## src/rtl/jpeg_pkg.sv

```systemverilog
// Shared definitions for the JPEG coefficient path: block geometry, the run-length decoder
// state type and the zigzag-to-raster position table.
package jpeg_pkg;

   localparam int unsigned BLK_COEFS = 64;
   localparam int unsigned LAST_IDX  = 63;
   localparam int unsigned ZRL_RUN   = 15;

   typedef enum logic [1:0] {
      S_IDLE,
      S_RUN,
      S_LEVEL,
      S_FILL
   } rle_state_t;

   // Entry k is the row-major position of the k-th coefficient in zigzag scan order.
   localparam logic [5:0] ZIGZAG [BLK_COEFS] = '{
      6'd0,  6'd1,  6'd8,  6'd16, 6'd9,  6'd2,  6'd3,  6'd10,
      6'd17, 6'd24, 6'd32, 6'd25, 6'd18, 6'd11, 6'd4,  6'd5,
      6'd12, 6'd19, 6'd26, 6'd33, 6'd40, 6'd48, 6'd41, 6'd34,
      6'd27, 6'd20, 6'd13, 6'd6,  6'd7,  6'd14, 6'd21, 6'd28,
      6'd35, 6'd42, 6'd49, 6'd56, 6'd57, 6'd50, 6'd43, 6'd36,
      6'd29, 6'd22, 6'd15, 6'd23, 6'd30, 6'd37, 6'd44, 6'd51,
      6'd58, 6'd59, 6'd52, 6'd45, 6'd38, 6'd31, 6'd39, 6'd46,
      6'd53, 6'd60, 6'd61, 6'd54, 6'd47, 6'd55, 6'd62, 6'd63
   };

endpackage

```

## src/rtl/jpeg_zigzag_lut.sv

```systemverilog
// Combinational de-zigzag lookup: zigzag scan position to raster position.
// Only instantiated when JPEG_RLE_ZIGZAG_EN is defined.
module jpeg_zigzag_lut
   import jpeg_pkg::*;
(
   input  logic [5:0] zz_pos,
   output logic [5:0] raster
);

   assign raster = ZIGZAG[zz_pos];

endmodule

```

## src/rtl/jpeg_rle_decoder.sv

```systemverilog
// Run-length decoder: expands (run, level, eob) symbols into 64 coefficients per block.
// Define JPEG_RLE_ZIGZAG_EN to report out_index in raster order instead of zigzag order.
module jpeg_rle_decoder
   import jpeg_pkg::*;
#(
   parameter int unsigned COEF_W = 12,
   parameter int unsigned RUN_W  = 4
) (
   input  logic              clk,
   input  logic              rst_n,
   input  logic              in_valid,
   output logic              in_ready,
   input  logic [RUN_W-1:0]  in_run,
   input  logic [COEF_W-1:0] in_level,
   input  logic              in_eob,
   output logic              out_valid,
   input  logic              out_ready,
   output logic [COEF_W-1:0] out_coef,
   output logic [5:0]        out_index,
   output logic              out_last,
   output logic              out_err
);

   rle_state_t        state;
   logic [RUN_W-1:0]  run_cnt;
   logic [5:0]        pos;
   logic [COEF_W-1:0] level_q;
   logic              load_en;
   logic              accept;
   logic              at_last;
   logic              emit;
   logic [5:0]        idx_map;

   assign load_en  = !out_valid || out_ready;
   assign in_ready = (state == S_IDLE) && load_en;
   assign accept   = in_valid && in_ready;
   assign at_last  = (pos == 6'(LAST_IDX));
   assign emit     = (state != S_IDLE) || accept;

`ifdef JPEG_RLE_ZIGZAG_EN
   jpeg_zigzag_lut u_zigzag_lut (
      .zz_pos (pos),
      .raster (idx_map)
   );
`else
   assign idx_map = pos;
`endif

   always_ff @(posedge clk) begin
      if (!rst_n) begin
         state     <= S_IDLE;
         run_cnt   <= '0;
         pos       <= '0;
         level_q   <= '0;
         out_valid <= 1'b0;
         out_coef  <= '0;
         out_index <= '0;
         out_last  <= 1'b0;
         out_err   <= 1'b0;
      end else if (load_en) begin
         out_valid <= emit;
         out_err   <= 1'b0;
         if (emit) begin
            out_index <= idx_map;
            out_last  <= at_last;
            pos       <= pos + 6'd1;
         end
         unique case (state)
            S_IDLE: begin
               if (accept) begin
                  if (in_eob) begin
                     out_coef <= '0;
                     state    <= at_last ? S_IDLE : S_FILL;
                  end else if (in_run == '0) begin
                     out_coef <= in_level;
                  end else begin
                     out_coef <= '0;
                     level_q  <= in_level;
                     // Leading zero lands on index 63 with more to come: drop the rest.
                     if (at_last) begin
                        out_err <= 1'b1;
                     end else begin
                        run_cnt <= in_run - RUN_W'(1);
                        state   <= (in_run == RUN_W'(1)) ? S_LEVEL : S_RUN;
                     end
                  end
               end
            end
            S_RUN: begin
               out_coef <= '0;
               if (at_last) begin
                  out_err <= 1'b1;
                  run_cnt <= '0;
                  state   <= S_IDLE;
               end else begin
                  run_cnt <= run_cnt - RUN_W'(1);
                  if (run_cnt == RUN_W'(1)) begin
                     state <= S_LEVEL;
                  end
               end
            end
            S_LEVEL: begin
               // A ZRL symbol arrives here with a zero level, giving its sixteenth zero.
               out_coef <= level_q;
               state    <= S_IDLE;
            end
            S_FILL: begin
               out_coef <= '0;
               if (at_last) begin
                  state <= S_IDLE;
               end
            end
         endcase
      end
   end

   hold_under_backpressure: assert property (@(posedge clk) disable iff (!rst_n)
      (out_valid && !out_ready) |=> (out_valid && $stable(out_coef) && $stable(out_index)));

   err_only_on_last: assert property (@(posedge clk) disable iff (!rst_n)
      out_err |-> out_last);

endmodule

```

## config.mk

```make
export PLATFORM = sky130hd
export DESIGN_NAME = jpeg_rle_decoder
export DESIGN_NICKNAME = d
export VERILOG_FILES = /design/src/rtl/jpeg_pkg.sv /design/src/rtl/jpeg_zigzag_lut.sv /design/src/rtl/jpeg_rle_decoder.sv
export SDC_FILE = /design/constraint.sdc
export NUM_CORES = 1
export LEC_CHECK = 0
export CORE_ASPECT_RATIO = 0.7
export CORE_MARGIN = 2
export CORE_UTILIZATION = 40
export CTS_BUF_LIST = sky130_fd_sc_hd__clkbuf_4 sky130_fd_sc_hd__clkbuf_8
export DETAILED_ROUTE_END_ITERATION = 8
export PLACE_DENSITY = 0.75
export REMOVE_ABC_BUFFERS = 1
export SETUP_SLACK_MARGIN = 0.4
export SYNTH_ARGS = -nofsm -noshare
export SYNTH_HDL_FRONTEND = slang
export SYNTH_SLANG_ARGS = --single-unit
```

## constraint.sdc

```tcl
create_clock -name clk -period 4.3 [get_ports clk]
set_input_delay 1.29 -clock clk [delete_from_list [all_inputs] [get_ports clk]]
set_output_delay 1.29 -clock clk [all_outputs]
set_load 0.005 [all_outputs]
```

==> summary.md <==
| Metric | Value |
|---|---|
| Status | `completed` |
| Cell taking the most area after synthesis | `dfxtp_1` |
| DR DRC count | `0` |
| Vias | `1850` |
| Worst r2r src | `state[1]` |
| Arr. time, crit path | `2.41 ns` |
| Fin crit share | `86.0%` |
| VDD IR max | `0.000205 V` |
| Asr flop ratio synth | `0%` |
| Ratio of cells with drive above 1 in the final layout | `6.79%` |
| Post-place setup slack | `0.604 ns` |
| Slew headroom | `42.8%` |
| CTS tree | `built` |
| Period minus WS final | `3.70 ns` |
| Die Y | `64.5 µm` |
| Total Wirelength | `4.79 mm` |
| Synth area leaders | `dfxtp_1, nor2_1, mux2i_1` |
| Top-count cell post-synth | `dfxtp_1` |
| Global routing's busiest layer | `met2` |
| Num CTS Buffers | `5` |
| Distinct cell type count after synthesis | `44` |
| Worst min-delay path class | `flop to flop` |
| First DRT Iteration DRCs | `105` |
| Worst EP required | `3.01 ns` |
| Layout Utilization | `53.7%` |
| Register bit total from synthesis | `45` |
| # diodes | `0` |
| H-tree depth | `2` |
| Endpoints failing setup | `0` |
| Hold path start | `out_index[3]` |
| Remaining antenna violation count | `0` |
| Crit path max fanout | `2` |
| Die Footprint | `0.00584 mm²` |
| Worst setup path category | `input pin to output pin` |
| Fin Setup TNS | `0 ns` |
| Top cell type's share of synthesized area | `43.0%` |
| Sequential share of the synthesized area | `43.0%` |
| Area Growth Syn to Fin | `25.9%` |
| RSZ-0062 raised after global routing | `false` |
| M2 GR Usage | `26.8%` |
| Met1 usage | `23.4%` |
| Initial antenna violation count | `0` |
| Count of input and output buffers | `42` |
| Leak | `0.949 nW` |
| CP Launch Type | `input pin` |
| Final Hold Violating Endpoints | `0` |
| Clk root buf | `clkbuf_8` |
| Vias in the first global route | `1717` |
| Gr usage total | `17.1%` |
| Fmax achieved | `270 MHz` |
| CTS Buffer Depth | `2` |
| Final-stage net count | `305` |
| Maximum Capacitance Violations | `0` |
| Final cell count without fillers | `349` |
| Setup crit start | `out_ready` |
| GRT overflow | `0` |
| Largest net degree at the start of global routing | `24` |
| M3 GR Usage | `4.30%` |
| CTS hold repair buffers | `0` |
| Hpwl dp | `3.40 mm` |
| CTS sink count | `45` |
| Core region area | `0.00491 mm²` |
| PwrDens | `498 mW/mm²` |
| WL per Instance | `13.7 µm` |
| GP Congestion | `0.883` |
| Fin. max-slew vios | `0` |
| Syn Std Cell Area | `0.00209 mm²` |
| Die Wd | `90.5 µm` |
| Slack of the critical path | `0.601 ns` |
| Via-per-instance ratio | `5.30` |
| Commonest cells post-synth | `dfxtp_1, nor2_1, nand2_1` |
| Initial cell density of the core | `42.6%` |
| Clock Latency Late Sink | `0.30 ns` |
| Post-synth EDFFs | `0` |
| First-pass DRT Iterations | `4` |
| Resized Gates After CTS | `0` |
| I/O pin count | `43` |
| Post-Syn Area per Cell | `8.65 µm²` |
| First-pass GRT wire length | `8.14 mm` |
| Core Rows | `21` |
| Placed Cells incl. Taps | `341` |
| Cells after synthesis | `242` |
| Worst Max-Slew Pin Slew | `0.855 ns` |
| Reg clk slew, reported paths | `0.08 ns` |
| CP endpoint kind | `output pin` |
| Setup Skew | `0.00419 ns` |
| Synth Flop Type | `dfxtp_1` |
| Synth warnings | `0` |
| Post-CTS Setup Inserts | `0` |
[stage by stage]
stage	power [W]	hold slack, ns	area, µm²
after global placement	0.00105	0.442	2540
after floorplan	0.000859	0.453	2000
after CTS	0.00132	0.460	2640
final	0.00131	0.457	2640
after detailed placement	0.00106	0.449	2540
after global routing	0.00141	0.484	2640
[per-layer routing]
metal,up-vias,routed length [µm]
li1,927,-
met1,862,2380
met2,53,2060
met3,8,293
met4,0,52
met5,-,0
[sequential cells by signal, summed over array words and instances, names as in the netlist]
| register | cells |
|---|---|
| run_cnt | 4 |
| out_err | 1 |
| out_index | 6 |
| out_last | 1 |
| out_valid | 1 |
| level_q | 12 |
| out_coef | 12 |
| state | 2 |
| idx_map | 6 |
[power breakdown]
| group | internal (W) | leakage, nW | switching (W) |
|---|---|---|---|
| clock network | 0.000128 | 0.0453 | 0.000139 |
| registers | 0.000489 | 0.368 | 0.0000648 |
| logic | 0.000235 | 0.536 | 0.000257 |
| total | 0.000852 | 0.949 | 0.000461 |
[cells in the final DEF, fill, tap and decap left out, types with 3 or more instances in the layout]
cell and instances:
dfxtp_1 45, clkbuf_8 5, ha_1 5, inv_1 8
nor2_1 38, buf_4 5, nand3_1 3, a21oi_1 12
xnor2_1 5, nand2_1 24, a31oi_1 3, nand2b_1 3
a221oi_1 12, clkdlybuf4s50_1 42, mux2i_1 14, nor3_1 18
and2_1 3
[final timing paths]
kind / to / slack, ns / cells past startpoint
setup / recovery: in_ready / 0.60 / 4
hold / removal: out_index[3] / 0.46 / 2
setup reg to reg: out_coef[5] / 2.39 / 4
hold reg to reg: out_index[3] / 0.46 / 2
[cell families after synthesis]
kind of cell	count (synthesis)	synth area share [%]
AND/OR/NAND/NOR	101	22.8
flip-flops	45	43.0
AO/OA/AOI/OAI	44	15.5
buffers and inverters	26	6.04
multiplexers	14	6.69
XOR/XNOR	7	2.93
adder cells (fa/ha/maj)	5	2.99
[critical path: stages]
cell and delay, ns:
clkdlybuf4s50_1 0.47, nor2b_1 0.06, nor2_1 0.08, clkdlybuf4s50_1 0.50
[final cells by class]
type | instances | area [µm²]
inverter | 9 | 33.8
clock inverter | 1 | 7.51
sequential | 45 | 901
fill | 480 | 2280
tap | 69 | 86.3
clock buffer | 7 | 83.8
multi-input combinational | 171 | 1070
timing repair buffer | 47 | 458
Note: power is estimated with default switching activity, not from simulation.
